$ cat config.mk
export PLATFORM = sky130hd
export DESIGN_NAME = write_back_register_file_flat
export DESIGN_NICKNAME = d
export VERILOG_FILES = /design/src/rtl/write_back_register_file_pkg.sv /design/src/rtl/write_back_register_file_if.sv /design/src/rtl/write_back_register_file_register_array.sv /design/src/rtl/write_back_register_file.sv /design/src/flat_wrapper.sv
export SDC_FILE = /design/constraint.sdc
export NUM_CORES = 2
export LEC_CHECK = 0
export CAP_MARGIN = 20
export CELL_PAD_IN_SITES_DETAIL_PLACEMENT = 0
export CELL_PAD_IN_SITES_GLOBAL_PLACEMENT = 1
export CORE_UTILIZATION = 35
export DETAILED_ROUTE_END_ITERATION = 8
export HOLD_SLACK_MARGIN = 0.03
export PLACE_DENSITY_LB_ADDON = 0.05
export SYNTH_ARGS = -nofsm -noshare
export SYNTH_HDL_FRONTEND = slang
export SYNTH_SLANG_ARGS = --single-unit
$ cat constraint.sdc
create_clock -name clk -period 4.05 [get_ports clk]
set_input_delay 0.81 -clock clk [delete_from_list [all_inputs] [get_ports clk]]
set_output_delay 0.81 -clock clk [all_outputs]
set_load 0.01 [all_outputs]
$ cat src/rtl/write_back_register_file_pkg.sv
// Shared constants and types for the write-back stage and architectural register file.
package pipeline_pkg;

    localparam int DATA_WIDTH = 32;
    localparam int ADDR_WIDTH = 5;
    localparam int NUM_REGS   = 32;

    typedef logic [ADDR_WIDTH-1:0] reg_idx_t;
    typedef logic [DATA_WIDTH-1:0] word_t;

    localparam reg_idx_t ZERO_REG = '0;

endpackage : pipeline_pkg

$ cat src/rtl/write_back_register_file_if.sv
// MEM/WB inputs, decode read ports and commit-observation outputs of the write-back stage.
// Handshake: no valid/ready pair; WriteBackEnableInput qualifies the MEM/WB bundle each cycle
// and WriteBackValid reports that the presented write commits on the coming rising edge.
interface write_back_register_file_if;
    import pipeline_pkg::*;

    logic        WriteBackEnableInput;
    logic        MemoryReadEnableInput;
    word_t       ALUResultInput;
    word_t       MemoryReadDataInput;
    reg_idx_t    DestinationRegisterInput;
    reg_idx_t    ReadRegisterA;
    reg_idx_t    ReadRegisterB;
    word_t       ReadDataA;
    word_t       ReadDataB;
    word_t       WriteBackData;
    logic        WriteBackValid;
    reg_idx_t    LastWriteRegister;
    word_t       LastWriteData;
    logic [31:0] CommitCount;

    modport master (
        output WriteBackEnableInput, MemoryReadEnableInput, ALUResultInput,
               MemoryReadDataInput, DestinationRegisterInput, ReadRegisterA, ReadRegisterB,
        input  ReadDataA, ReadDataB, WriteBackData, WriteBackValid,
               LastWriteRegister, LastWriteData, CommitCount
    );

    modport slave (
        input  WriteBackEnableInput, MemoryReadEnableInput, ALUResultInput,
               MemoryReadDataInput, DestinationRegisterInput, ReadRegisterA, ReadRegisterB,
        output ReadDataA, ReadDataB, WriteBackData, WriteBackValid,
               LastWriteRegister, LastWriteData, CommitCount
    );

endinterface : write_back_register_file_if

$ cat src/rtl/write_back_register_file_register_array.sv
// Register storage: one synchronous write port, two raw combinational read ports, reset clear.
module register_array
    import pipeline_pkg::*;
(
    input  logic     clk,
    input  logic     Reset,
    input  logic     i_write_enable,
    input  reg_idx_t i_write_index,
    input  word_t    i_write_data,
    input  reg_idx_t i_read_index_a,
    input  reg_idx_t i_read_index_b,
    output word_t    o_read_data_a,
    output word_t    o_read_data_b
);

    word_t r_regs [NUM_REGS];

    always_ff @(posedge clk) begin
        if (!Reset) begin
            for (int i = 0; i < NUM_REGS; i++) begin
                r_regs[i] <= '0;
            end
        end else if (i_write_enable) begin
            r_regs[i_write_index] <= i_write_data;
        end
    end

    assign o_read_data_a = r_regs[i_read_index_a];
    assign o_read_data_b = r_regs[i_read_index_b];

endmodule : register_array

$ cat src/rtl/write_back_register_file.sv
// Write-back stage: source select, commit qualification, write-first bypass,
// last-write record and commit counter around the architectural register array.
module write_back_register_file
    import pipeline_pkg::*;
(
    input  logic                        clk,
    input  logic                        Reset,
    write_back_register_file_if.slave   bus
);

    word_t       w_wb_data;
    logic        w_commit;
    word_t       w_raw_a;
    word_t       w_raw_b;
    word_t       w_read_a;
    word_t       w_read_b;
    reg_idx_t    r_last_reg;
    word_t       r_last_data;
    logic [31:0] r_commit_count;

    assign w_wb_data = bus.MemoryReadEnableInput ? bus.MemoryReadDataInput : bus.ALUResultInput;

    // Gating with Reset also suppresses the bypass while the file is being cleared.
    assign w_commit = Reset && bus.WriteBackEnableInput &&
                      (bus.DestinationRegisterInput != ZERO_REG);

    register_array u_register_array (
        .clk            (clk),
        .Reset          (Reset),
        .i_write_enable (w_commit),
        .i_write_index  (bus.DestinationRegisterInput),
        .i_write_data   (w_wb_data),
        .i_read_index_a (bus.ReadRegisterA),
        .i_read_index_b (bus.ReadRegisterB),
        .o_read_data_a  (w_raw_a),
        .o_read_data_b  (w_raw_b)
    );

    always_comb begin
        w_read_a = w_raw_a;
        w_read_b = w_raw_b;
        if (bus.ReadRegisterA == ZERO_REG) begin
            w_read_a = '0;
        end else if (w_commit && (bus.ReadRegisterA == bus.DestinationRegisterInput)) begin
            w_read_a = w_wb_data;
        end
        if (bus.ReadRegisterB == ZERO_REG) begin
            w_read_b = '0;
        end else if (w_commit && (bus.ReadRegisterB == bus.DestinationRegisterInput)) begin
            w_read_b = w_wb_data;
        end
    end

    always_ff @(posedge clk) begin
        if (!Reset) begin
            r_last_reg     <= '0;
            r_last_data    <= '0;
            r_commit_count <= '0;
        end else if (w_commit) begin
            r_last_reg     <= bus.DestinationRegisterInput;
            r_last_data    <= w_wb_data;
            r_commit_count <= r_commit_count + 32'd1;
        end
    end

    assign bus.ReadDataA         = w_read_a;
    assign bus.ReadDataB         = w_read_b;
    assign bus.WriteBackData     = w_wb_data;
    assign bus.WriteBackValid    = w_commit;
    assign bus.LastWriteRegister = r_last_reg;
    assign bus.LastWriteData     = r_last_data;
    assign bus.CommitCount       = r_commit_count;

endmodule : write_back_register_file

$ cat src/flat_wrapper.sv
// flat-port wrapper written by rule: the top's interface ports become plain ports
module write_back_register_file_flat import pipeline_pkg::*;
  (clk, Reset, bus_WriteBackEnableInput, bus_MemoryReadEnableInput, bus_ALUResultInput, bus_MemoryReadDataInput, bus_DestinationRegisterInput, bus_ReadRegisterA, bus_ReadRegisterB, bus_ReadDataA, bus_ReadDataB, bus_WriteBackData, bus_WriteBackValid, bus_LastWriteRegister, bus_LastWriteData, bus_CommitCount);
  write_back_register_file_if bus_i ();
  input  logic clk;
  input  logic Reset;
  input wire logic [$bits(bus_i.WriteBackEnableInput)-1:0] bus_WriteBackEnableInput;
  input wire logic [$bits(bus_i.MemoryReadEnableInput)-1:0] bus_MemoryReadEnableInput;
  input wire logic [$bits(bus_i.ALUResultInput)-1:0] bus_ALUResultInput;
  input wire logic [$bits(bus_i.MemoryReadDataInput)-1:0] bus_MemoryReadDataInput;
  input wire logic [$bits(bus_i.DestinationRegisterInput)-1:0] bus_DestinationRegisterInput;
  input wire logic [$bits(bus_i.ReadRegisterA)-1:0] bus_ReadRegisterA;
  input wire logic [$bits(bus_i.ReadRegisterB)-1:0] bus_ReadRegisterB;
  output wire logic [$bits(bus_i.ReadDataA)-1:0] bus_ReadDataA;
  output wire logic [$bits(bus_i.ReadDataB)-1:0] bus_ReadDataB;
  output wire logic [$bits(bus_i.WriteBackData)-1:0] bus_WriteBackData;
  output wire logic [$bits(bus_i.WriteBackValid)-1:0] bus_WriteBackValid;
  output wire logic [$bits(bus_i.LastWriteRegister)-1:0] bus_LastWriteRegister;
  output wire logic [$bits(bus_i.LastWriteData)-1:0] bus_LastWriteData;
  output wire logic [$bits(bus_i.CommitCount)-1:0] bus_CommitCount;
  assign bus_i.WriteBackEnableInput = bus_WriteBackEnableInput;
  assign bus_i.MemoryReadEnableInput = bus_MemoryReadEnableInput;
  assign bus_i.ALUResultInput = bus_ALUResultInput;
  assign bus_i.MemoryReadDataInput = bus_MemoryReadDataInput;
  assign bus_i.DestinationRegisterInput = bus_DestinationRegisterInput;
  assign bus_i.ReadRegisterA = bus_ReadRegisterA;
  assign bus_i.ReadRegisterB = bus_ReadRegisterB;
  assign bus_ReadDataA = bus_i.ReadDataA;
  assign bus_ReadDataB = bus_i.ReadDataB;
  assign bus_WriteBackData = bus_i.WriteBackData;
  assign bus_WriteBackValid = bus_i.WriteBackValid;
  assign bus_LastWriteRegister = bus_i.LastWriteRegister;
  assign bus_LastWriteData = bus_i.LastWriteData;
  assign bus_CommitCount = bus_i.CommitCount;
  write_back_register_file u_core (.clk(clk), .Reset(Reset), .bus(bus_i));
endmodule
## Word level (Yosys, flattened, before mapping)

Memories as Yosys holds them, arrays and structs flattened.
Cells that the tools add are included.

- Register bits: 69
- Memories: 1
- Memory bits (writable): 1024
- Output and inout port bits: 166

- Eq/ne operators: 2
- Muxes and demuxes: 12
- Reduce and logical (&&, ||, !) cells: 8
- $add $sub $neg: 1

Memory list:

| name | depth | width | read ports | clocked after Yosys merged registers in | wr ports | line | text |
|---|---|---|---|---|---|---|---|
| u_core.u_register_array.r_regs | 32 | 32 | 2 | 0 | 32 | write_back_register_file_register_array.sv:16 | `word_t r_regs [NUM_REGS];` |

Operators with widths:

| operator | count |
|---|---|
| $mux W32 | 6 |
| $add A32 B1 Y32 const B | 1 |
| $reduce_or A32 Y1 | 1 |
| $eq A5 B5 Y1 | 2 |
| $logic_not A5 Y1 | 2 |
| $mux W1 | 5 |
| $mux W5 | 1 |
| $reduce_bool A5 Y1 | 1 |
| $logic_and A1 B1 Y1 | 4 |

## Longest topological paths before layout

- Depth in word-level cells: 7
- Depth in mapped cells: 11
- Gate-level depth less buffers: 6

## Cells and area by module

A second synthesis with hierarchy kept.

- Cell total of the unflattened synthesis: 5186
- Area total of the unflattened synthesis: 59982.5 µm²

Modules (own cells, without submodules):

| module | instances | area each (µm²) | cells an instance |
|---|---|---|---|
| register_array | 1 | 55754.7 | 4646 |
| write_back_register_file | 1 | 4227.8 | 540 |

## Worst setup path before layout

OpenSTA, ideal clock, no wires.

- Path kind: input -> output
- Start point: in bus_ReadRegisterB[0]
- End point: out bus_ReadDataB[20]
- Path buffers: 3
- Arrival: 2.557 ns
- Setup slack: 0.683 ns
- Required time: 3.240 ns
- Stages: 7
- Cell sequence: buf_6 buf_8 buf_2 mux4_2 mux4_2 nand2_1 o221ai_1

- Longest elaborated chain between the ends: 4
- Elaborated cells on any way between the ends: 6
- Classes of those cells: eq/ne (1); mux (2); reduce/logical (2); memory (1)

RTL lines:

| what | line | text |
|---|---|---|
| start: declaration | flat_wrapper.sv:13 | `input wire logic [$bits(bus_i.ReadRegisterB)-1:0] bus_ReadRegisterB;` |
| parallel branches: the longest is 3 deep, another holds $mem_v2 Z32 W32 | - |  |
| $mux W32 * | write_back_register_file.sv:47 | `if (bus.ReadRegisterB == ZERO_REG) begin` |
| end: declaration | flat_wrapper.sv:15 | `output wire logic [$bits(bus_i.ReadDataB)-1:0] bus_ReadDataB;` |

Every way passes the cells marked *.

## Final worst setup path

- Start point: in bus_ReadRegisterB[0]
- End point: out bus_ReadDataB[3]

Same word-level chain as after synthesis.

==> flow_summary.yaml <==
outcome:
  outcome: "complete, no violations"
floorplan:
  die_y_um: 402.5
  die_area_sq_um: 162000
  die_w_um: 402.5
  core-area_sq_um: 158700
  initial_core_util: 0.3537
  io_pins: 249
  rows: 146
critical_path:
  crit_fanout: 14
  worstSetupPathType: "in2out"
  cp.required_ps: 3240
  cp_data_arrival_time_ps: 3240
  start_kind: "input port"
  endpoint_kind: "output pin"
power_and_ir_drop:
  comb_power_share: 0.165
  clock_power_share: 0.395
  ir_drop_v: 0.0004758
  power_switching_w: 0.008122
  p_sw_frac: 0.2694
  power.leakage_nw: 25.66
  p_seq_frac: 0.440
  p_per_area_nw_per_um2: 425.8
  p_int_w: 0.02203
synthesis:
  ys_seq_area_frac: 0.5723
  ys.flop_type: "edfxtp_1"
  ys_seq_elements: 1093
  syn_area_sq_um: 56150
  synthArstFlopShare: 0
  synth_edf_count: 1024
  yosysWarnings: 0
  synthCells: 4047
  synth_cell_types: 69
  syn_area_per_cell_sq_um: 13.87
timing:
  worst_hold_slack_ps: 459.7
  fin_crit_sh: 0.9996
  rsz0062_at_grt: "no"
  layout_min_cycle_time_ps: 4049
  finalSetupTns_ps: 0
  slew_headroom: 0.2679
  skew_ps: 3.526
  setup_violations: 0
  fmax_mhz: 247.0
  hold_viol_final: 0
  fin_ws_ps: 1.481
  worst_pin_slew_ps: 1094
  slew_violations: 0
drt:
  drc: 0
  wirelength_um: 248500
  drt_pass1_iterations: 7
  antenna_left: 0
  post_drt_wl_per_cell_um: 36.30
  drt_iter0_markers: 4533
  vias: 40710
  viasPerCell: 5.946
global_routing:
  grt_antenna_before_repair: 4
  first_global_vias: 40534
  grt_pass1_wl_um: 340300
  grt_max_degree: 59
  track_usage: 0.3055
  grt_overflow: 0
hold_path:
  hold_path_class: "reg2reg"
placement:
  dp_hpwl_um: 161900
  place.gp.congestion: 0.9089
  place_ws_ps: -1054
  place_area_sq_um: 65550
  numPortBuffers: 248
cts:
  cts_hold_buf: 0
  cts_buffers: 136
  cts_sinks: 1093
  cts.path.max_buffers: 3
  cts_tree: "done"
  clock_latency_ps: 760
  clk_pin_slew_ps: 60
  clockRootBuffer: "clkbuf_16"
  htreeDepth: 4
job:
  cap_violations: 0
layout:
  final_cell_mix: "nor2_1, edfxtp_1, mux4_2, buf_4, clkdlybuf4s50_1"
  fill_cells: 14401
  nNetsFinal: 4750
  final_common_cell: "nor2_1"
  fin_util: 0.4460
  final_area_sq_um: 70800
  syn_to_final_growth_pct: 26.10
  drive_gt1_frac: 0.3199
==> path summary, 6_finish.rpt <==
path         cells past startpoint  slack [ps]                            start                               to
max reg2reg                      6        1890       u_core.bus.CommitCount[10]       u_core.bus.CommitCount[31]
max                              9           1             bus_ReadRegisterB[0]                 bus_ReadDataB[3]
min                              2         460  u_core.bus.LastWriteRegister[4]  u_core.bus.LastWriteRegister[4]
min reg2reg                      2         460  u_core.bus.LastWriteRegister[4]  u_core.bus.LastWriteRegister[4]
==> kinds of logic after synthesis <==
kind of cell / after synthesis / synth area share
multiplexers: 681 / 0.2348
AND/OR/NAND/NOR: 1418 / 0.1012
flip-flops: 1093 / 0.5723
other: 1 / 0.00006679
XOR/XNOR: 39 / 0.006084
AO/OA/AOI/OAI: 352 / 0.04399
adder cells (fa/ha/maj): 1 / 0.0002228
buffers and inverters: 462 / 0.04140
==> metrics by stage <==
| stage | cells | total power [W] |
|---|---|---|
| after floorplan | 4078 | 0.01570 |
| after global placement | 6568 | 0.01834 |
| after detailed placement | 6568 | 0.01835 |
| after CTS | 6836 | 0.03030 |
| after global routing | 6845 | 0.03098 |
| final | 6847 | 0.03015 |
==> synth_stat cells, types with 43 or more instances <==
library cell | n | area (sq um)
nor2_1 | 1081 | 4058
edfxtp_1 | 1024 | 30750
mux4_2 | 504 | 11350
clkbuf_1 | 272 | 1021
nand2_1 | 200 | 750.7
mux2i_1 | 164 | 1642
a211oi_1 | 81 | 608.1
dfxtp_1 | 69 | 1381
buf_2 | 68 | 340.3
a21oi_1 | 52 | 260.3
a221oi_1 | 43 | 376.6
inv_1 | 43 | 161.4
==> sequential cells by signal, summed over array words and instances, names as in the netlist <==
signal                          cells
u_core.bus.CommitCount             32
u_core.bus.LastWriteData           32
u_core.bus.LastWriteRegister        5
u_core.u_register_array.r_regs   1024
==> cell type report <==
type	instances	area [sq um]	area share
repair buffers	866	8753	0.1236
clock buffers	180	3736	0.05277
diodes	2	5.005	0.00007069
inverters	46	182.7	0.002580
well taps	2072	2592	0.03662
clock inverters	65	529.3	0.007475
multi-input cells	2523	22870	0.3231
flip-flops and latches	1093	32130	0.4538
==> repair_timing <==
item | in CTS | in global routing
gates cloned | 3 | 1
setup endpoints to repair | 64 | 40
pin swaps | 14 | 4
buffers inserted | 24 | 8
resized for setup | 239 | 34
==> power by group through the flow <==
stage | registers, W | logic, W | clock network [W]
floorplan | 0.0134 | 0.00231 | 0
global placement | 0.0135 | 0.00488 | 0
detailed placement | 0.0135 | 0.00486 | 0
CTS | 0.0133 | 0.00493 | 0.0121
global route | 0.0133 | 0.00511 | 0.0125
finish | 0.0133 | 0.00496 | 0.0119
==> worst max-delay path, cell delays in order <==
cell           delay [ps]
buf_8                 130
buf_16                170
buf_6                 130
buf_12                150
mux4_2                520
mux4_2                620
a22oi_2               240
o31ai_2               110
dlygate4sd2_1         310
==> per-layer routing <==
layer / global-route usage / routed length (um)
met4: 0.1138 / 10120
met1: 0.4224 / 104000
met3: 0.04731 / 18250
met2: 0.4861 / 116100
met5: 0 / 0
No activity file was read; power rests on OpenSTA's default activity.
